<file path="src/rtl/blit_scheduler_pkg.sv">
// -----------------------------------------------------------------------------
// blit_scheduler_pkg
// Shared blitter header: operation encodings, display geometry constants,
// scheduler state encoding, the queued command layout and the coordinate
// normalisation helper used at enqueue time.
// -----------------------------------------------------------------------------
package blit_scheduler_pkg;

  // Blit operation codes (3-bit field shared with the CPU and the blitter)
  localparam logic [2:0] BLIT_OP_NOP    = 3'd0;
  localparam logic [2:0] BLIT_OP_CLEAR  = 3'd1;
  localparam logic [2:0] BLIT_OP_SPRITE = 3'd2;
  localparam logic [2:0] BLIT_OP_SCROLL = 3'd3;
  localparam logic [2:0] BLIT_OP_FILL   = 3'd4;

  // Display geometry in pixels / lines
  localparam int LORES_W = 64;
  localparam int LORES_H = 32;
  localparam int HIRES_W = 128;
  localparam int HIRES_H = 64;

  localparam int BLT_X_W = 7;
  localparam int BLT_Y_W = 6;

  // SYNC_SETTLE is the extra cycle after the blitter reports ready,
  // giving it time to fall back into its waiting state.
  typedef enum logic [2:0] {
    ST_SYNC,
    ST_SYNC_SETTLE,
    ST_IDLE,
    ST_ISSUE,
    ST_WAIT_START,
    ST_WAIT_DONE,
    ST_RELEASE
  } sched_state_e;

  // Command as held in the queue, coordinates already normalised
  typedef struct packed {
    logic [2:0]         op;
    logic               hires;
    logic [11:0]        src;
    logic [3:0]         height;
    logic [BLT_X_W-1:0] x;
    logic [BLT_Y_W-1:0] y;
  } blit_cmd_t;

  // Wrap raw CPU coordinates into the visible area of the selected mode.
  function automatic blit_cmd_t normalise_cmd(input logic [2:0]  op,
                                              input logic        hires,
                                              input logic [11:0] src,
                                              input logic [3:0]  height,
                                              input logic [7:0]  x,
                                              input logic [7:0]  y);
    blit_cmd_t c;
    c.op     = op;
    c.hires  = hires;
    c.src    = src;
    c.height = height;
    c.x      = hires ? BLT_X_W'(x % HIRES_W) : BLT_X_W'(x % LORES_W);
    c.y      = hires ? BLT_Y_W'(y % HIRES_H) : BLT_Y_W'(y % LORES_H);
    return c;
  endfunction

endpackage

</file>
<file path="src/rtl/blit_cmd_fifo.sv">
// -----------------------------------------------------------------------------
// blit_cmd_fifo
// Synchronous FIFO holding queued blit commands.
// Ports:
//   clk, rst_n    clock, synchronous active-low reset (empties the queue)
//   push_i        write data_i (accepted when not full, or full with a pop)
//   data_i        payload in
//   pop_i         remove head entry (ignored when empty)
//   data_o        head entry (valid when !empty_o)
//   full_o        DEPTH entries held
//   empty_o       no entries held
// DEPTH must be a power of two so the pointers wrap naturally.
// -----------------------------------------------------------------------------
module blit_cmd_fifo #(
  parameter int DEPTH = 4,
  parameter int WIDTH = 35,
  parameter int PTR_W = $clog2(DEPTH)
) (
  input  logic             clk,
  input  logic             rst_n,
  input  logic             push_i,
  input  logic [WIDTH-1:0] data_i,
  input  logic             pop_i,
  output logic [WIDTH-1:0] data_o,
  output logic             full_o,
  output logic             empty_o
);

  logic [WIDTH-1:0] mem_q [DEPTH];
  logic [PTR_W-1:0] wr_ptr_q, wr_ptr_d;
  logic [PTR_W-1:0] rd_ptr_q, rd_ptr_d;
  logic [PTR_W:0]   count_q, count_d;
  logic             do_push, do_pop;

  assign full_o  = (count_q == (PTR_W+1)'(DEPTH));
  assign empty_o = (count_q == '0);
  assign data_o  = mem_q[rd_ptr_q];

  assign do_pop  = pop_i && !empty_o;
  // A push into a full queue is fine when the head leaves in the same cycle.
  assign do_push = push_i && (!full_o || do_pop);

  always_comb begin
    wr_ptr_d = wr_ptr_q;
    rd_ptr_d = rd_ptr_q;
    count_d  = count_q;
    if (do_push) wr_ptr_d = wr_ptr_q + 1'b1;
    if (do_pop)  rd_ptr_d = rd_ptr_q + 1'b1;
    if (do_push && !do_pop)      count_d = count_q + 1'b1;
    else if (!do_push && do_pop) count_d = count_q - 1'b1;
  end

  always_ff @(posedge clk) begin
    if (!rst_n) begin
      wr_ptr_q <= '0;
      rd_ptr_q <= '0;
      count_q  <= '0;
    end else begin
      wr_ptr_q <= wr_ptr_d;
      rd_ptr_q <= rd_ptr_d;
      count_q  <= count_d;
    end
  end

  // Storage is not reset; entries are only read once written.
  always_ff @(posedge clk) begin
    if (do_push) mem_q[wr_ptr_q] <= data_i;
  end

endmodule

</file>
<file path="src/rtl/blit_scheduler.sv">
// -----------------------------------------------------------------------------
// blit_scheduler
// Command front-end for the framebuffer blitter. Queues CPU blit commands,
// normalises their coordinates, issues them one at a time over the blitter's
// four-phase enable/ready handshake and reports a per-command collision result.
// Ports:
//   clk, rst_n            clock, synchronous active-low reset
//   cmd_valid/cmd_ready   CPU command queue handshake
//   cmd_op/hires/src/height/x/y   command fields (raw CPU coordinates)
//   blt_operation/hires/src/height/x/y   registered command to the blitter
//   blt_enable / blt_ready   four-phase handshake with the blitter
//   blt_collision         collision flag from the blitter at completion
//   vblank                vertical blank level (optional feature only)
//   res_valid             one-cycle pulse per retired command
//   res_collision         collision of the retired command
//   busy                  queue non-empty or a command in flight
// Optional feature macro: BLIT_VBLANK_SYNC_EN -- when defined, SPRITE commands
// are only popped from the queue while vblank is high.
// -----------------------------------------------------------------------------
module blit_scheduler
  import blit_scheduler_pkg::*;
#(
  parameter int DEPTH = 4,
  parameter int PTR_W = $clog2(DEPTH)
) (
  input  logic         clk,
  input  logic         rst_n,
  input  logic         cmd_valid,
  output logic         cmd_ready,
  input  logic [2:0]   cmd_op,
  input  logic         cmd_hires,
  input  logic [11:0]  cmd_src,
  input  logic [3:0]   cmd_height,
  input  logic [7:0]   cmd_x,
  input  logic [7:0]   cmd_y,
  output logic [2:0]   blt_operation,
  output logic         blt_hires,
  output logic [11:0]  blt_src,
  output logic [3:0]   blt_height,
  output logic [6:0]   blt_x,
  output logic [5:0]   blt_y,
  output logic         blt_enable,
  input  logic         blt_ready,
  input  logic         blt_collision,
  input  logic         vblank,
  output logic         res_valid,
  output logic         res_collision,
  output logic         busy
);

  localparam int CMD_W = $bits(blit_cmd_t);

  sched_state_e state_q, state_d;
  blit_cmd_t    cmd_q, cmd_d;
  logic         enable_q, enable_d;
  logic         res_valid_q, res_valid_d;
  logic         res_coll_q, res_coll_d;

  logic             fifo_push, fifo_pop, fifo_full, fifo_empty;
  logic [CMD_W-1:0] fifo_wdata, fifo_rdata;
  blit_cmd_t        head;
  logic             head_ok;
  logic             in_sync;

  // ---------------------------------------------------------------------------
  // Command queue
  // ---------------------------------------------------------------------------
  assign in_sync    = (state_q == ST_SYNC) || (state_q == ST_SYNC_SETTLE);
  assign cmd_ready  = !fifo_full && !in_sync;
  assign fifo_push  = cmd_valid && cmd_ready;
  assign fifo_wdata = normalise_cmd(cmd_op, cmd_hires, cmd_src, cmd_height,
                                    cmd_x, cmd_y);
  assign head       = fifo_rdata;

  blit_cmd_fifo #(
    .DEPTH (DEPTH),
    .WIDTH (CMD_W),
    .PTR_W (PTR_W)
  ) u_fifo (
    .clk     (clk),
    .rst_n   (rst_n),
    .push_i  (fifo_push),
    .data_i  (fifo_wdata),
    .pop_i   (fifo_pop),
    .data_o  (fifo_rdata),
    .full_o  (fifo_full),
    .empty_o (fifo_empty)
  );

`ifdef BLIT_VBLANK_SYNC_EN
  // Sprites only start during vertical blank; other ops go straight through.
  assign head_ok = !fifo_empty && ((head.op != BLIT_OP_SPRITE) || vblank);
`else
  logic unused_vblank;
  assign unused_vblank = vblank;
  assign head_ok = !fifo_empty;
`endif

  // ---------------------------------------------------------------------------
  // Scheduler FSM: next state and registered outputs
  // ---------------------------------------------------------------------------
  always_comb begin
    state_d     = state_q;
    cmd_d       = cmd_q;
    enable_d    = enable_q;
    res_valid_d = 1'b0;
    res_coll_d  = 1'b0;
    fifo_pop    = 1'b0;

    unique case (state_q)
      // The blitter has no reset: wait until it is idle and ready before
      // letting any command through.
      ST_SYNC: begin
        if (blt_ready && !enable_q) state_d = ST_SYNC_SETTLE;
      end
      ST_SYNC_SETTLE: state_d = ST_IDLE;
      ST_IDLE: begin
        if (head_ok) begin
          fifo_pop = 1'b1;
          cmd_d    = head;
          // A zero-row sprite draws nothing, so it retires without issuing.
          if (head.op == BLIT_OP_SPRITE && head.height == 4'd0) begin
            res_valid_d = 1'b1;
          end else begin
            enable_d = 1'b1;
            state_d  = ST_ISSUE;
          end
        end
      end
      ST_ISSUE: state_d = ST_WAIT_START;
      // blt_ready is still high from the blitter's waiting state here.
      ST_WAIT_START: state_d = ST_WAIT_DONE;
      ST_WAIT_DONE: begin
        if (blt_ready) begin
          res_valid_d = 1'b1;
          res_coll_d  = (cmd_q.op == BLIT_OP_SPRITE) && blt_collision;
          enable_d    = 1'b0;
          state_d     = ST_RELEASE;
        end
      end
      // One cycle with enable low so the blitter returns to waiting.
      ST_RELEASE: state_d = ST_IDLE;
      default: begin
        enable_d = 1'b0;
        state_d  = ST_SYNC;
      end
    endcase
  end

  always_ff @(posedge clk) begin
    if (!rst_n) begin
      state_q     <= ST_SYNC;
      cmd_q       <= '0;
      enable_q    <= 1'b0;
      res_valid_q <= 1'b0;
      res_coll_q  <= 1'b0;
    end else begin
      state_q     <= state_d;
      cmd_q       <= cmd_d;
      enable_q    <= enable_d;
      res_valid_q <= res_valid_d;
      res_coll_q  <= res_coll_d;
    end
  end

  // ---------------------------------------------------------------------------
  // Outputs
  // ---------------------------------------------------------------------------
  assign blt_operation = cmd_q.op;
  assign blt_hires     = cmd_q.hires;
  assign blt_src       = cmd_q.src;
  assign blt_height    = cmd_q.height;
  assign blt_x         = cmd_q.x;
  assign blt_y         = cmd_q.y;
  assign blt_enable    = enable_q;
  assign res_valid     = res_valid_q;
  assign res_collision = res_coll_q;
  assign busy          = !(in_sync || state_q == ST_IDLE) || !fifo_empty;

endmodule
</file>
<file path="config.mk">
export PLATFORM = sky130hd
export DESIGN_NAME = blit_scheduler
export DESIGN_NICKNAME = d
export VERILOG_FILES = /design/src/rtl/blit_scheduler_pkg.sv /design/src/rtl/blit_cmd_fifo.sv /design/src/rtl/blit_scheduler.sv
export SDC_FILE = /design/constraint.sdc
export NUM_CORES = 1
export LEC_CHECK = 0
export BUFFER_PORTS_ARGS = -buffer_cell sky130_fd_sc_hd__buf_4
export CORE_UTILIZATION = 52
export DETAILED_ROUTE_END_ITERATION = 16
export PLACE_DENSITY = 0.74
export SLEW_MARGIN = 20
export SYNTH_ARGS = -nofsm -noshare
export SYNTH_HDL_FRONTEND = slang
export SYNTH_SLANG_ARGS = --single-unit
</file>
<file path="constraint.sdc">
create_clock -name clk -period 2.2 [get_ports clk]
set_input_delay 0.33 -clock clk [delete_from_list [all_inputs] [get_ports clk]]
set_output_delay 0.33 -clock clk [all_outputs]
set_load 0.02 [all_outputs]
</file>
==> impl_metrics.toml, run 1 <==
[status]
status = "complete, no violations"

[floorplan]
dieArea_mm2 = 0.0133
die_h_um = 115
core-area_mm2 = 0.0126
die_x_um = 115
fp-row-count = 41
ios = 80
initial_core_util = 0.531

[route]
wl_met2_um = 6380
first_iter_violations = 282
vias = 3658
drc = 0
top_layer = "met4"
first_pass_iters = 4
via_per_inst = 5.37
met1_length_um = 4850
avgRoutedWirePerCell_um = 17.8
wl_um = 12100
final_antenna_net_count = 0
met3WireLength_um = 768

[cts]
clock_path_buffers = 2
clock_latency_ps = 430
holdBufCountCts = 0
tritoncts = "done"
cts.sinks = 180
ctsRootBufferMaster = "clkbuf_16"
path_clk_slew_ps = 70
cts_buffers = 17
htreeDepth = 4

[critical_path]
max_stage_delay_ps = 370
cp_cell_sequence = "nor3_2 > buf_4 > nor3_4 > inv_2 > ha_2 > inv_1 > fa_1 > xor2_1 > or3_1 > a21oi_2"
cp_max_fo = 6
critPathCaptureType = "register"
cp.required_ps = 2540
cp.arrival_ps = 2430
timing_worst_setup_path_type = "reg2reg"
critical_path.slowest_cell = "fa_1"
critPathLaunchType = "register"

[timing]
tightest_slew_ps = 528
rsz0062_at_grt = "no"
fin_crit_sh = 0.950
setup_ws_ps = 110
fin_worst_skew_ps = 12.6
finalSetupTns_ps = 0
clock.fmax_mhz = 478
fin_crit_ps = 2090
hold_viol_final = 0
drv_slew = 0
finalSetupViolCount = 0
max_slew_margin = 0.648

[synth]
synth_top_cell_area_share = 0.594
yosysTopAreaCell = "edfxtp_1"
syn-instance-count = 402
synth_fa_ha_area_frac = 0.0124
netlist_area_mm2 = 0.00667
synth.avg_cell_area_um2 = 16.6
yosys_warnings = 0
synth_cell_types = 37
synth_top_family_by_area = "multiplexers"
ys_ff_latch = 180
synth-simple-area-share = 0.0696
yosysSeqAreaShare = 0.738
synth_area_leaders = "edfxtp_1 59%, dfxtp_1 14%, mux4_2 11%, nand2_1 3.8%, a21oi_1 2.9%"
synthesis.nets = 450
synth_compound_area_frac = 0.0398
synth_xor_area_frac = 0.00656
synth.area.mux_share = 0.116

[global_route]
grt-ovfl-total = 0
grt_pass1_vias = 3707
grt_pass1_wl_um = 19300
antenna_found_initial = 0
grt_max_degree = 45
track_usage = 0.204

[pwr]
seqPwrFrac = 0.494
combPwrFrac = 0.140
peakVddDrop_uv = 615
switching_power_mw = 1.95
power.total_mw = 7.98
clkPwrFrac = 0.366
intPower_mw = 6.03
switching_share = 0.244
leakage_nw = 2.77
powerDensity_mw_per_mm2 = 977

[place]
gp_congestion = 0.763
pre_cts_slack_ps = 67.7
io_buffers = 75
dp_hpwl_um = 7270

[final_layout]
final_core_util = 0.650
antenna_cells = 0
drive_gt1_frac = 0.348
layout.nets = 544
synthToLayoutAreaGrowth_pct = 22.4
num-fill-cells = 910

[worst_hold_path]
hold_class = "in2reg"

[run]
timing.max_cap.violations = 0
-- cell usage in the layout (no fill, tap or decap), drive strengths merged, types with 4 or more instances in the layout --
master and n:
edfxtp 132, buf 94, nand2 67, dfxtp 48
a21oi 39, mux4 33, clkbuf 19, nor2 12
inv 11, and2 6, ha 5, clkinvlp 4
clkinv 4
-- worst max-delay path: cells and delay by family, from the launching register on --
family,cells,cell delay (ps)
buffers and inverters,3,250
AO/OA/AOI/OAI,1,140
adder cells (fa/ha/maj),2,540
flip-flops,1,360
AND/OR/NAND/NOR,3,550
XOR/XNOR,1,160
-- per-stage QoR --
| stage | instances | hold WS (ps) | instance area (um2) |
|---|---|---|---|
| 6_report | 681 | 97.6 | 8170 |
| 5_1_grt | 681 | 82.4 | 8170 |
| 4_1_cts | 681 | 81.9 | 8150 |
| 3_5_place_dp | 649 | 448 | 7570 |
| 3_3_place_gp | 649 | 443 | 7570 |
| 2_1_floorplan | 402 | 429 | 6680 |
-- area by class of cell --
class,instances,area [um2],area share
Sequential cell,180,4930,0.604
Multi-Input combinational cell,196,1650,0.202
Tap cell,172,215,0.0263
Inverter,7,26.3,0.00322
Timing Repair Buffer,94,756,0.0925
Clock inverter,13,121,0.0149
Clock buffer,19,464,0.0568
-- timing repair --
action / 4_1_cts / 5_1_grt
gates resized for setup: 0 / 6
setup buffers: 0 / 0
endpoints found under the setup margin: 0 / 1
-- per-layer routing --
metal  global-route usage  vias to the layer above
met2                0.342                      111
met4               0.0805                        0
met3               0.0559                        9
li1                     -                     1706
met1                0.254                     1832
met5                    0                        -
-- power groups by stage --
stage	clock network [mW]	registers (mW)	logic, mW
2_1_floorplan	0	4.04	0.629
3_3_place_gp	0	3.99	1.08
3_5_place_dp	0	4.01	1.11
4_1_cts	2.97	3.93	1.12
5_1_grt	3.11	3.96	1.22
6_report	2.92	3.94	1.12
-- Yosys cell counts (all sizes together) --
master / n
a32o: 1
nor3: 3
a21boi: 1
a2111oi: 1
mux2: 1
a21oi: 39
o21a: 2
o21ai: 1
mux4: 33
a211oi: 1
nand3b: 2
ha: 5
o221a: 1
edfxtp: 132
nand2b: 2
inv: 7
nor3b: 1
nand4b: 2
nand3: 1
nor4: 1
xor2: 3
or3: 2
nand2: 67
dfxtp: 48
fa: 1
clkbuf: 11
and2: 6
mux2i: 2
nand4: 2
buf: 8
nor2: 12
xnor2: 2
nor4bb: 1
-- registers in the layout, indices dropped and copies added (netlist names), named ones only --
signal and count:
blt_enable 1, blt_x 7, blt_src 12, state_q 3, res_valid 1, u_fifo.count_q 3
u_fifo.wr_ptr_q 2, blt_operation 3, res_collision 1, u_fifo.mem_q 132, blt_height 4, blt_y 6
blt_hires 1, u_fifo.rd_ptr_q 2
-- cells by family after synthesis --
logic type | Yosys count
xor gates and xnor gates | 5
and+or+nand+nor | 102
buffers and inverters | 26
muxes | 36
AOI/OAI and AO/OA | 47
DFF | 180
adders and majority gates | 6
-- final timing paths --
path	start	end	slack, ps	depth (start not counted)
setup / recovery	u_fifo.count_q[2]	u_fifo.count_q[2]	110	10
hold / removal	cmd_y[3]	u_fifo.mem_q[3][3]	100	1
hold reg to reg	blt_x[5]	blt_x[5]	460	2
setup reg to reg	u_fifo.count_q[2]	u_fifo.count_q[2]	110	10
Power figures use the tool's default switching activity.
==> inputs of run 2 (changes only) <==
Settings changed: CORE_UTILIZATION 52 to 62, PLACE_DENSITY 0.74 to 0.83.
Clock period 2.2 ns to 2.7 ns, I/O delays scaled along.
==> run 2 against run 1 <==
  * Clock-buffer cell count increased by 7
  * Power decreased by 19%
  * Register-to-register slack improved by 220 ps
  * Die area decreased by 16%
  * Clock power decreased by 18%
  * Non-clock buffer count decreased by 6
  * Clock skew increased by 1.6 ps
  * Final area decreased by 1.2%
  * Fmax decreased by 12%
  * Combinational power decreased by 23%
  * Critical path depth decreased by 2
  * Hold slack got worse by 27 ps
  * Critical path type unchanged
  * Largest power group unchanged
  * Highest routed layer unchanged
==> impl_metrics.toml, run 2 (synthesis gave the netlist of run 1 again) <==
[critical_path]
cp.arrival_ps = 2820
critical_path.slowest_cell = "dfxtp_1"
critPathCaptureType = "register"
cp.required_ps = 3160
cp_max_fo = 10
max_stage_delay_ps = 560
cp_cell_sequence = "nor2_1 > a211oi_2 > ha_1 > inv_1 > fa_1 > xor2_1 > or3_1 > a21oi_1"
worstRegToRegCells = 8
critPathLaunchType = "register"
cp_top_family = "adder cells"
timing.rr.end = "u_fifo.count_q[2]"
reg2reg_from = "state_q[2]"
timing_worst_setup_path_type = "reg2reg"
critPathBufInv = 1
rrSetupSlack_ps = 330

[run]
timing.max_cap.violations = 0

[worst_hold_path]
holdPathEnd = "u_fifo.mem_q[0][27]"
hp-start = "cmd_src[10]"
hold_class = "in2reg"
min_delay_path_depth = 1

[place]
place_inst = 607
dp_hpwl_um = 7770
gp_congestion = 0.710
io_buffers = 75

[cts]
clock_latency_ps = 530
cts_resized = 0
cts_buffers = 17
clock_path_buffers = 2
cts_setup_buffers = 0
cts.sinks = 180
ctsRootBufferMaster = "clkbuf_8"
holdBufCountCts = 0
path_clk_slew_ps = 70
tritoncts = "done"
htreeDepth = 4

[timing]
fin_crit_sh = 0.876
tightest_slew_ps = 564
fin_worst_skew_ps = 14.2
rsz0062_at_grt = "no"
fin_crit_ps = 2370
drv_slew = 0
hold_viol_final = 0
finalSetupViolCount = 0
max_slew_margin = 0.621
clock.fmax_mhz = 423
finalSetupTns_ps = 0

[route]
first_pass_iters = 5
avgRoutedWirePerCell_um = 21.3
first_iter_violations = 259
vias = 3830
via_per_inst = 5.99
wl_um = 13600
drc = 0
final_antenna_net_count = 0

[global_route]
grt_max_degree = 45
grt_pass1_wl_um = 21000
grt_pass1_vias = 3978
grt-ovfl-total = 0
antenna_found_initial = 0
track_usage = 0.264

[final_layout]
top_register = "u_fifo.mem_q"
final_common_cell = "edfxtp_1"
antenna_cells = 0
layout.nets = 538
synthToLayoutAreaGrowth_pct = 20.9
drive_gt1_frac = 0.322
finalNonFillerCells = 639
largest_reg_flops = 132
final_cell_mix = "132 x edfxtp_1, 84 x buf_4, 67 x nand2_1"

[floorplan]
die_x_um = 106
fp-row-count = 37
core-area_mm2 = 0.0104
ios = 80
die_h_um = 106
initial_core_util = 0.643
dieArea_mm2 = 0.0112

[pwr]
powerDensity_mw_per_mm2 = 805
power.total_mw = 6.49
peakVddDrop_uv = 504
leakage_nw = 2.75

[status]
status = "complete, no violations"
-- run 2: cell count changes in the layout (fill, tap and decap cells not counted), sizes merged --
cell and delta:
clkinvlp -3, buf -6, clkbuf +7, inv -4
-- run 2: final cells by class --
class	instances	area (um2)
tap	136	170
multi-input combinational	196	1640
clock inverter	6	61.3
clock buffer	26	532
sequential	180	4930
inverter	7	26.3
fill	563	2300
timing repair buffer	88	711
-- run 2: stage by stage --
step | hold WS [ps] | cell area, um2 | utilization | setup slack, ps
floorplan | 485 | 6670 | - | 239
global placement | 442 | 7480 | 0.721 | 452
detailed placement | 449 | 7480 | 0.721 | 374
CTS | 55.1 | 8070 | 0.778 | 350
global route | 53.1 | 8070 | 0.778 | 151
finish | 71.1 | 8070 | 0.778 | 335
-- run 2: worst max-delay path by stage --
stage	startpoint	end	slack [ps]	cells past startpoint
floorplan	u_fifo.count_q[0]	u_fifo.count_q[2]	240	10
global placement	u_fifo.count_q[2]	u_fifo.count_q[2]	450	9
detailed placement	state_q[2]	u_fifo.count_q[2]	370	8
CTS	state_q[2]	u_fifo.count_q[2]	350	8
global route	state_q[2]	u_fifo.count_q[2]	150	8
finish	state_q[2]	u_fifo.count_q[2]	330	8
-- run 2: metal layers --
metal,track usage,wire length [um],part of all wire,up-vias
met5,0,0,0,-
li1,-,-,-,1691
met1,0.313,4780,0.35,1917
met2,0.448,7440,0.55,187
met4,0.140,422,0.031,0
met3,0.0625,978,0.072,35
-- run 2: power by group --
group          internal [mW]  leakage, nW  total (mW)  switching [mW]
Clock                   1.44        0.291        2.39           0.955
Combinational          0.389        0.879       0.859           0.470
Sequential              3.12         1.58        3.24           0.117
Total                   4.95         2.75        6.49            1.54
-- run 2: worst register-to-register path: stages, from the launching register on --
cell	delay, ps
dfxtp_1	560
nor2_1	150
a211oi_2	290
ha_1	240
inv_1	70
fa_1	380
xor2_1	160
or3_1	310
a21oi_1	140
